File: src/rtl/pipeline_hazard_ctrl_if.sv
`default_nettype none
// ============================================================================
// Module      : pipeline_hazard_ctrl_if
// Description : Datapath <-> hazard controller bundle (hazard inputs, stall,
//               flush, valid and counter outputs).
// Revision    : 1.0
// ============================================================================
interface pipeline_hazard_ctrl_if #(
    parameter int NUM_STAGES = 4,
    parameter int REG_W      = 5,
    parameter int CNT_W      = 16
);
    logic                  fetch_valid;
    logic                  branch_taken;
    logic [REG_W-1:0]      id_rs1;
    logic [REG_W-1:0]      id_rs2;
    logic                  id_use_rs1;
    logic                  id_use_rs2;
    logic                  ex_mem_read;
    logic [REG_W-1:0]      ex_rd;
    logic                  stall_if;
    logic                  stall_id;
    logic [NUM_STAGES-1:0] flush;
    logic [NUM_STAGES-1:0] stage_valid;
    logic [CNT_W-1:0]      stall_cnt;
    logic [CNT_W-1:0]      flush_cnt;

    // Datapath side
    modport master (
        output fetch_valid, branch_taken, id_rs1, id_rs2, id_use_rs1, id_use_rs2,
               ex_mem_read, ex_rd,
        input  stall_if, stall_id, flush, stage_valid, stall_cnt, flush_cnt
    );

    // Controller side
    modport slave (
        input  fetch_valid, branch_taken, id_rs1, id_rs2, id_use_rs1, id_use_rs2,
               ex_mem_read, ex_rd,
        output stall_if, stall_id, flush, stage_valid, stall_cnt, flush_cnt
    );
endinterface
`default_nettype wire

File: src/rtl/pipeline_hazard_ctrl.sv
`default_nettype none
// ============================================================================
// Module      : pipeline_hazard_ctrl
// Description : Load-use stall, taken-branch flush/redirect, per-register valid
//               tracking and saturating stall/flush event counters.
// Revision    : 1.0
// ============================================================================
module pipeline_hazard_ctrl #(
    parameter int NUM_STAGES   = 4,
    parameter int REG_W        = 5,
    parameter int FLUSH_STAGES = 2,
    parameter int LOAD_LAT     = 1,
    parameter int REDIRECT_CYC = 1,
    parameter int CNT_W        = 16
) (
    input  logic                  clk,
    input  logic                  reset,
    pipeline_hazard_ctrl_if.slave bus
);

    localparam logic [1:0] c_ST_RUN      = 2'd0;
    localparam logic [1:0] c_ST_STALL    = 2'd1;
    localparam logic [1:0] c_ST_REDIRECT = 2'd2;

    typedef enum logic [1:0] {
        S_RUN      = c_ST_RUN,
        S_STALL    = c_ST_STALL,
        S_REDIRECT = c_ST_REDIRECT
    } state_t;

    localparam logic [3:0]            c_STALL_LOAD = 4'(LOAD_LAT - 1);
    localparam logic [3:0]            c_REDIR_LOAD = 4'(REDIRECT_CYC);
    localparam logic [NUM_STAGES-1:0] c_BR_MASK    =
        {{(NUM_STAGES - FLUSH_STAGES){1'b0}}, {FLUSH_STAGES{1'b1}}};
    localparam logic [NUM_STAGES-1:0] c_BUBBLE     = NUM_STAGES'(2);
    localparam logic [NUM_STAGES-1:0] c_FETCH_KILL = NUM_STAGES'(1);
    localparam logic [CNT_W-1:0]      c_CNT_ONE    = CNT_W'(1);

    state_t                r_state;
    state_t                w_state_nxt;
    logic [3:0]            r_cnt;
    logic [3:0]            w_cnt_nxt;
    logic                  w_br;
    logic                  w_hz;
    logic                  w_stall;
    logic [NUM_STAGES-1:0] w_flush;
    logic [NUM_STAGES-1:0] r_valid;
    logic [NUM_STAGES-1:0] w_valid_nxt;
    logic [CNT_W-1:0]      r_stall_cnt;
    logic [CNT_W-1:0]      r_flush_cnt;

    // A branch only counts when ID/EX really holds an instruction.
    assign w_br = bus.branch_taken & r_valid[1];
    assign w_hz = r_valid[0] & r_valid[1] & bus.ex_mem_read & (bus.ex_rd != '0) &
                  ((bus.id_use_rs1 & (bus.id_rs1 == bus.ex_rd)) |
                   (bus.id_use_rs2 & (bus.id_rs2 == bus.ex_rd)));

    always_comb begin
        w_state_nxt = r_state;
        w_cnt_nxt   = r_cnt;
        w_stall     = 1'b0;
        w_flush     = '0;
        if (reset) begin
            w_flush     = '1;
            w_state_nxt = S_RUN;
            w_cnt_nxt   = 4'd0;
        end else if (w_br) begin
            w_flush = c_BR_MASK;
            if (REDIRECT_CYC > 0) begin
                w_state_nxt = S_REDIRECT;
                w_cnt_nxt   = c_REDIR_LOAD;
            end else begin
                w_state_nxt = S_RUN;
                w_cnt_nxt   = 4'd0;
            end
        end else begin
            case (r_state)
                S_RUN: begin
                    if (w_hz) begin
                        w_stall = 1'b1;
                        w_flush = c_BUBBLE;
                        if (LOAD_LAT > 1) begin
                            w_state_nxt = S_STALL;
                            w_cnt_nxt   = c_STALL_LOAD;
                        end
                    end
                end
                S_STALL: begin
                    w_stall   = 1'b1;
                    w_flush   = c_BUBBLE;
                    w_cnt_nxt = r_cnt - 4'd1;
                    if (r_cnt == 4'd1) begin
                        w_state_nxt = S_RUN;
                    end
                end
                S_REDIRECT: begin
                    w_flush   = c_FETCH_KILL;
                    w_cnt_nxt = r_cnt - 4'd1;
                    if (r_cnt == 4'd1) begin
                        w_state_nxt = S_RUN;
                    end
                end
                default: begin
                    w_state_nxt = S_RUN;
                    w_cnt_nxt   = 4'd0;
                end
            endcase
        end
    end

    always_ff @(posedge clk) begin
        if (reset) begin
            r_state <= S_RUN;
            r_cnt   <= 4'd0;
        end else begin
            r_state <= w_state_nxt;
            r_cnt   <= w_cnt_nxt;
        end
    end

    // IF/ID holds under stall; every older register just follows its predecessor.
    assign w_valid_nxt[0] = w_flush[0] ? 1'b0 : (w_stall ? r_valid[0] : bus.fetch_valid);

    generate
        for (genvar i = 1; i < NUM_STAGES; i++) begin : g_valid
            assign w_valid_nxt[i] = w_flush[i] ? 1'b0 : r_valid[i-1];
        end
    endgenerate

    always_ff @(posedge clk) begin
        if (reset) begin
            r_valid     <= '0;
            r_stall_cnt <= '0;
            r_flush_cnt <= '0;
        end else begin
            r_valid <= w_valid_nxt;
            if (w_stall && (r_stall_cnt != '1)) begin
                r_stall_cnt <= r_stall_cnt + c_CNT_ONE;
            end
            if (w_br && (r_flush_cnt != '1)) begin
                r_flush_cnt <= r_flush_cnt + c_CNT_ONE;
            end
        end
    end

    assign bus.stall_if    = w_stall;
    assign bus.stall_id    = w_stall;
    assign bus.flush       = w_flush;
    assign bus.stage_valid = r_valid;
    assign bus.stall_cnt   = r_stall_cnt;
    assign bus.flush_cnt   = r_flush_cnt;

endmodule
`default_nettype wire

File: src/flat_wrapper.sv
// flat-port wrapper written by rule: the top's interface ports become plain ports
module pipeline_hazard_ctrl_flat 
#(
    parameter int NUM_STAGES   = 4,
    parameter int REG_W        = 5,
    parameter int FLUSH_STAGES = 2,
    parameter int LOAD_LAT     = 1,
    parameter int REDIRECT_CYC = 1,
    parameter int CNT_W        = 16
)
  (clk, reset, bus_fetch_valid, bus_branch_taken, bus_id_rs1, bus_id_rs2, bus_id_use_rs1, bus_id_use_rs2, bus_ex_mem_read, bus_ex_rd, bus_stall_if, bus_stall_id, bus_flush, bus_stage_valid, bus_stall_cnt, bus_flush_cnt);
  pipeline_hazard_ctrl_if #(.NUM_STAGES(NUM_STAGES), .REG_W(REG_W), .CNT_W(CNT_W)) bus_i ();
  input  logic clk;
  input  logic reset;
  input wire logic [$bits(bus_i.fetch_valid)-1:0] bus_fetch_valid;
  input wire logic [$bits(bus_i.branch_taken)-1:0] bus_branch_taken;
  input wire logic [$bits(bus_i.id_rs1)-1:0] bus_id_rs1;
  input wire logic [$bits(bus_i.id_rs2)-1:0] bus_id_rs2;
  input wire logic [$bits(bus_i.id_use_rs1)-1:0] bus_id_use_rs1;
  input wire logic [$bits(bus_i.id_use_rs2)-1:0] bus_id_use_rs2;
  input wire logic [$bits(bus_i.ex_mem_read)-1:0] bus_ex_mem_read;
  input wire logic [$bits(bus_i.ex_rd)-1:0] bus_ex_rd;
  output wire logic [$bits(bus_i.stall_if)-1:0] bus_stall_if;
  output wire logic [$bits(bus_i.stall_id)-1:0] bus_stall_id;
  output wire logic [$bits(bus_i.flush)-1:0] bus_flush;
  output wire logic [$bits(bus_i.stage_valid)-1:0] bus_stage_valid;
  output wire logic [$bits(bus_i.stall_cnt)-1:0] bus_stall_cnt;
  output wire logic [$bits(bus_i.flush_cnt)-1:0] bus_flush_cnt;
  assign bus_i.fetch_valid = bus_fetch_valid;
  assign bus_i.branch_taken = bus_branch_taken;
  assign bus_i.id_rs1 = bus_id_rs1;
  assign bus_i.id_rs2 = bus_id_rs2;
  assign bus_i.id_use_rs1 = bus_id_use_rs1;
  assign bus_i.id_use_rs2 = bus_id_use_rs2;
  assign bus_i.ex_mem_read = bus_ex_mem_read;
  assign bus_i.ex_rd = bus_ex_rd;
  assign bus_stall_if = bus_i.stall_if;
  assign bus_stall_id = bus_i.stall_id;
  assign bus_flush = bus_i.flush;
  assign bus_stage_valid = bus_i.stage_valid;
  assign bus_stall_cnt = bus_i.stall_cnt;
  assign bus_flush_cnt = bus_i.flush_cnt;
  pipeline_hazard_ctrl #(.NUM_STAGES(NUM_STAGES), .REG_W(REG_W), .FLUSH_STAGES(FLUSH_STAGES), .LOAD_LAT(LOAD_LAT), .REDIRECT_CYC(REDIRECT_CYC), .CNT_W(CNT_W)) u_core (.clk(clk), .reset(reset), .bus(bus_i));
endmodule
File: config.mk
export PLATFORM = sky130hd
export DESIGN_NAME = pipeline_hazard_ctrl_flat
export DESIGN_NICKNAME = d
export VERILOG_FILES = /design/src/rtl/pipeline_hazard_ctrl_if.sv /design/src/rtl/pipeline_hazard_ctrl.sv /design/src/flat_wrapper.sv
export SDC_FILE = /design/constraint.sdc
export NUM_CORES = 1
export LEC_CHECK = 0
export ABC_AREA = 1
export ABC_CLOCK_PERIOD_IN_PS = 3800
export BUFFER_PORTS_ARGS = -buffer_cell sky130_fd_sc_hd__buf_2
export CORE_MARGIN = 3
export CORE_UTILIZATION = 58
export CTS_BUF_LIST = sky130_fd_sc_hd__clkbuf_4
export DETAILED_ROUTE_END_ITERATION = 16
export PLACE_DENSITY_LB_ADDON = 0.1
export SLEW_MARGIN = 20
export SYNTH_ARGS = -nofsm -noshare
export SYNTH_HDL_FRONTEND = slang
export SYNTH_SLANG_ARGS = --single-unit
File: constraint.sdc
create_clock -name clk -period 3.8 [get_ports clk]
set_clock_uncertainty 0.1 [all_clocks]
set_input_delay 0.38 -clock clk [delete_from_list [all_inputs] [get_ports clk]]
set_output_delay 0.38 -clock clk [all_outputs]
set_load 0.05 [all_outputs]
### Word level (Yosys, flattened, before mapping)

Cells that the tools add are included.

* bits in registers: 42
* output and inout bits: 42
* logic and storage cells: 57

* $add $sub $neg: 3
* equality and inequality tests: 10
* multiplexer cells: 13
* bitwise operators: 9
* reductions and logical operators: 12

Operators by type and width (count)
* 16-bit by 1-bit adder with 16-bit output, second input constant: 2
* 16-bit != test, second input constant: 2
* 4-bit one-hot mux with 3 select lines: 1
* 2-bit OR reduction: 6
* 5-bit == test: 2
* 4-bit two-way mux: 2
* 4-bit one-hot mux with 2 select lines: 1
* 1-bit AND: 7
* 2-bit two-way mux: 3
* 5-bit nonzero test: 1
* 4-bit by 1-bit == test with 1-bit output, second input constant: 1
* 1-bit two-way mux: 4
* 2-bit by 1-bit != test with 1-bit output, second input constant: 2
* 2-bit one-hot mux with 2 select lines: 1
* 2-bit AND reduction: 2
* 4-bit by 1-bit subtractor with 4-bit output, second input constant: 1
* 3-bit by 1-bit != test with 1-bit output, second input constant: 1
* 2-bit by 1-bit == test with 1-bit output, second input constant: 1
* 2-bit == test, second input constant: 1
* 1-bit logical AND: 2
* 2-bit zero test: 1
* 1-bit one-hot mux with 2 select lines: 1
* 1-bit inverter: 1
* 1-bit bitwise OR: 1

### Longest topological paths before layout

* depth after elaboration: 9
* mapped depth: 12

### Least setup slack after synthesis

Ideal clock, no wire load.

* kind: register to output
* start: register u_core.r_valid[1] (netlist: u_core.bus.stage_valid[1])
* end: output port bus_stall_if
* data arrival time: 1.784 ns
* required time: 3.320 ns
* path slack: 1.536 ns
* stages on the path, launching flop included: 7
* cells stage by stage: dfxtp_1 -> nand3_1 -> o21bai_1 -> inv_2 -> nand3_1 -> inv_1 -> buf_4

* longest elaborated chain between the ends: 8
* elaborated cells between the ends (all ways): 9

Ends and longest elaborated chain
* from (decl): line pipeline_hazard_ctrl.sv:47 `logic [NUM_STAGES-1:0] r_valid;`
* from (signal assigned): line pipeline_hazard_ctrl.sv:136 `r_valid <= w_valid_nxt;`
* 1-bit AND (4 in series): line pipeline_hazard_ctrl.sv:54 `assign w_hz = r_valid[0] & r_valid[1] & bus.ex_mem_read & (bus.ex_rd != '0) &`
* 1-bit two-way mux: line pipeline_hazard_ctrl.sv:79 `if (w_hz) begin`
* 1-bit one-hot mux with 2 select lines: line pipeline_hazard_ctrl.sv:77 `case (r_state)`
* 1-bit two-way mux (*): line pipeline_hazard_ctrl.sv:67 `end else if (w_br) begin`
* 1-bit two-way mux (*): line pipeline_hazard_ctrl.sv:63 `if (reset) begin`
* to (decl): line flat_wrapper.sv:23 `output wire logic [$bits(bus_i.stall_if)-1:0] bus_stall_if;`

Every way passes the cells marked *; elsewhere a longest branch is shown, timed or not.

### Worst setup path after layout

* start: input port reset
* end: output port bus_stall_id

* longest elaborated chain between the ends: 1

Ends and longest elaborated chain
* from (decl): line flat_wrapper.sv:14 `input logic reset;`
* 1-bit two-way mux: line pipeline_hazard_ctrl.sv:63
* to (decl): line flat_wrapper.sv:24 `output wire logic [$bits(bus_i.stall_id)-1:0] bus_stall_id;`

Every way passes these cells.

==> results.md <==
- Cts hold-fix bufs: 0
- Number of routed nets with antenna violations: 0
- Crit-path max FO: 26
- Vias in the first global route: 2,153
- TritonCTS sink count: 41
- Reg-to-Reg Start: u_core.bus.flush_cnt[0]$_SDFFE_PP0P_
- Peak per-stage delay on the critical path: about 0.33 ns
- # DRC: 0
- Status: finished, final reports clean
- RSZ-0062 raised after global routing: no
- CP required: about 3.3 ns
- Final core occ: approximately three quarters
- Clk_lat worst skew: 0.34 ns
- Count of cell types in the netlist: 28
- Crit path launch: reset
- Root buf cell: clkbuf_4
- Initial antenna violation count: 0
- Setup CP Type: input port to primary output
- Routed WL: 5285 um
- Nets: 456
- Num rows: 22
- First-pass GRT wire length: 9025 um
- H-tree levels: 2
- Synth area leader: dfxtp_1
- Max VDD drop: 374.8 uV
- CP top delay family: buffers and inverters
- Die X: 69.43 um
- Fin crit period: 2.266 ns
- Pins Over Slew Limit: 0
- Total die area: a little under 5000 um2
- CP cell instances: buf_2 > inv_2 > nand2_1 > nor2_4 > nand3_1 > inv_1 > buf_2
- CTS tree: built
- Leakage dissipation: 1.338 nW
- Top cell type's share of synthesized area: roughly a third
- Share of layout cells above drive strength 1: 22.27%
- Capturing point of the worst reg2reg path: u_core.bus.flush_cnt[10]$_SDFFE_PP0P_
- Final Cycle Share: about three fifths
- Initial core utilization: around 62%
- CTS clk-pin slew, worst paths: roughly 0.13 ns
- DP HPWL: approximately 4000 um
- Seq/Total Area, Yosys: 35.17%
- Avg Inst Size Synth: 6.358 um2
- Port buffer count: 63
- Reg2reg setup slack: around 1.8 ns
- Worst-case clock buffer depth: 2
- Syn Nets: 393
- Placer's final routability congestion estimate: 0.8576
- Stages on worst setup path: 7
- Total inserted antenna cells: 0
- Final Hold Vio Count: 0
- Total GRT Usage: 21.88%
- Drt initial violations: 178
- Top cells by area, synth: dfxtp_1 35%, nand2_1 15%, nor2_1 8.2%, inv_1 8.0%, a21oi_1 6.0%
- Vias/cell: 5.102
- Cts bufs inserted: 5
- Reg2reg path depth: 11
- Worst path bufs/invs: 4
- Chip Height: slightly below 70 um
- Most frequent cells in the layout: 93 x nand2_1, 63 x buf_2, 51 x nor2_1, 50 x inv_1, 41 x dfxtp_1
- Endpoints failing setup: 0
- YS warnings: 0
- PwrDens: ~320 nW/um2
- Synth Cell Area: 2333 um2
- Cell mode on critical path: buf_2
- Largest net degree at the start of global routing: 27
- Crit. End Element: primary output
- Slew headroom: ~65%
- Core Region: between 3000 and 4000 um2
- DR WL/cell: ~11 um
- Total grt overflow: 0
- TNS Setup: 0 ns
- Type of origin of the critical path: input port
- Critical Path AT: ~1.8 ns
- Critical Path Sink: bus_stall_id
- CTS resizes: 0
- Commonest non-fill, non-tap cell in the layout: nand2_1
- Max Cap Violations: 0
- Io pins: 64
- Detailed Routing Iterations Pass 1: 5
- Slowest CP cell: inv_2
- HP Class: input port to register
- Number of synthesized register bits: 41
- Routed vias: approximately 2,400
- Fmax: 441.4 MHz
- Setup Buffers After CTS: 0
- Area grow syn2layout: 18.87%
- Mapped Cells: about 370
- Worst-margin pin slew: 0.5209 ns
-- synthesized netlist by cell type --
master and count:
a21oi_1 28, a31o_2 1, and3_1 4, buf_4 4
clkbuf_1 3, dfxtp_1 41, ha_1 4, inv_1 50
inv_2 9, inv_4 1, nand2_1 93, nand2_2 2
nand3_1 28, nand3_2 2, nand4_1 5, nand4_4 1
nor2_1 51, nor2_2 5, nor2_4 1, nor3_1 9
nor3b_1 1, nor4_1 2, nor4_2 2, o21ai_0 9
o21ai_1 4, o21bai_1 2, or2_2 1, xor2_1 4
-- per-stage QoR --
stage	cells	setup WS (ns)	instance area, um2	hold slack [ns]	power [mW]
floorplan	367	1.536	2333	0.3574	0.5046
detailed placement	471	1.514	2668	0.3137	0.5284
finish	479	1.534	2774	0.1303	0.8749
CTS	479	1.506	2774	0.1265	0.8797
global placement	471	1.549	2668	0.3134	0.5268
global route	479	1.362	2774	0.1202	0.9098
-- flip-flops by register name (all words and copies together) (netlist names) --
name,flops
u_core.bus.flush_cnt,16
u_core.r_cnt,4
u_core.bus.stall_cnt,16
u_core.r_state,1
u_core.bus.stage_valid,4
-- power by group --
group          leakage, nW  switching (mW)  total, mW  internal, mW
combinational        0.951          0.0537     0.0798        0.0261
clock               0.0558           0.149      0.356         0.207
sequential           0.331         0.00433      0.439         0.434
-- worst min path at each step --
stage | startpoint | cells after the start | to | slack (ns)
6_report | bus_fetch_valid | 3 | u_core.bus.stage_valid[0]$_SDFFE_PP0N_ | 0.13
5_1_grt | bus_fetch_valid | 3 | u_core.bus.stage_valid[0]$_SDFFE_PP0N_ | 0.12
4_1_cts | bus_fetch_valid | 3 | u_core.bus.stage_valid[0]$_SDFFE_PP0N_ | 0.13
3_5_place_dp | u_core.bus.stage_valid[2]$_SDFF_PP0_ | 2 | u_core.bus.stage_valid[3]$_SDFF_PP0_ | 0.31
3_3_place_gp | u_core.bus.stage_valid[2]$_SDFF_PP0_ | 2 | u_core.bus.stage_valid[3]$_SDFF_PP0_ | 0.31
2_1_floorplan | reset | 1 | u_core.bus.flush_cnt[12]$_SDFFE_PP0P_ | 0.36
-- routing by layer --
layer	GRT usage [%]	vias up	routed length [um]
met5	0	-	0
met4	3.254	0	43
met3	4.638	8	305
met2	37.92	71	2529
met1	28.44	1072	2407
li1	-	1293	-
-- worst register-to-register path, stage by stage, from the launching register on --
cell and delay, ns:
dfxtp_1 0.37, ha_1 0.22, nand2_1 0.07, inv_1 0.05, nand2_1 0.08, nor2_1 0.06
nand3_1 0.09, nand3_2 0.28, nor2_1 0.27, nand2_1 0.11, o21ai_0 0.20, a21oi_1 0.06
-- layout make-up --
type                    count  area (um2)
clock buffers               5       37.54
clock inverters             3       68.82
fillers                   331       997.2
inverters                  60       227.7
multi-input cells         259        1244
flip-flops and latches     41       820.8
well taps                  48       60.06
repair buffers             63       315.3
-- kinds of logic (layout without fill, tap and decap cells) --
group           Yosys count  after routing  share of synthesized area (%)
xor+xnor                  4              4                          1.501
buf+inv                  67            131                          11.53
simple gates            207            207                          39.84
fa+ha+maj                 4              4                          2.145
compound gates           44             44                          9.812
flops                    41             41                          35.17
No activity file was read; power rests on OpenSTA's default activity.
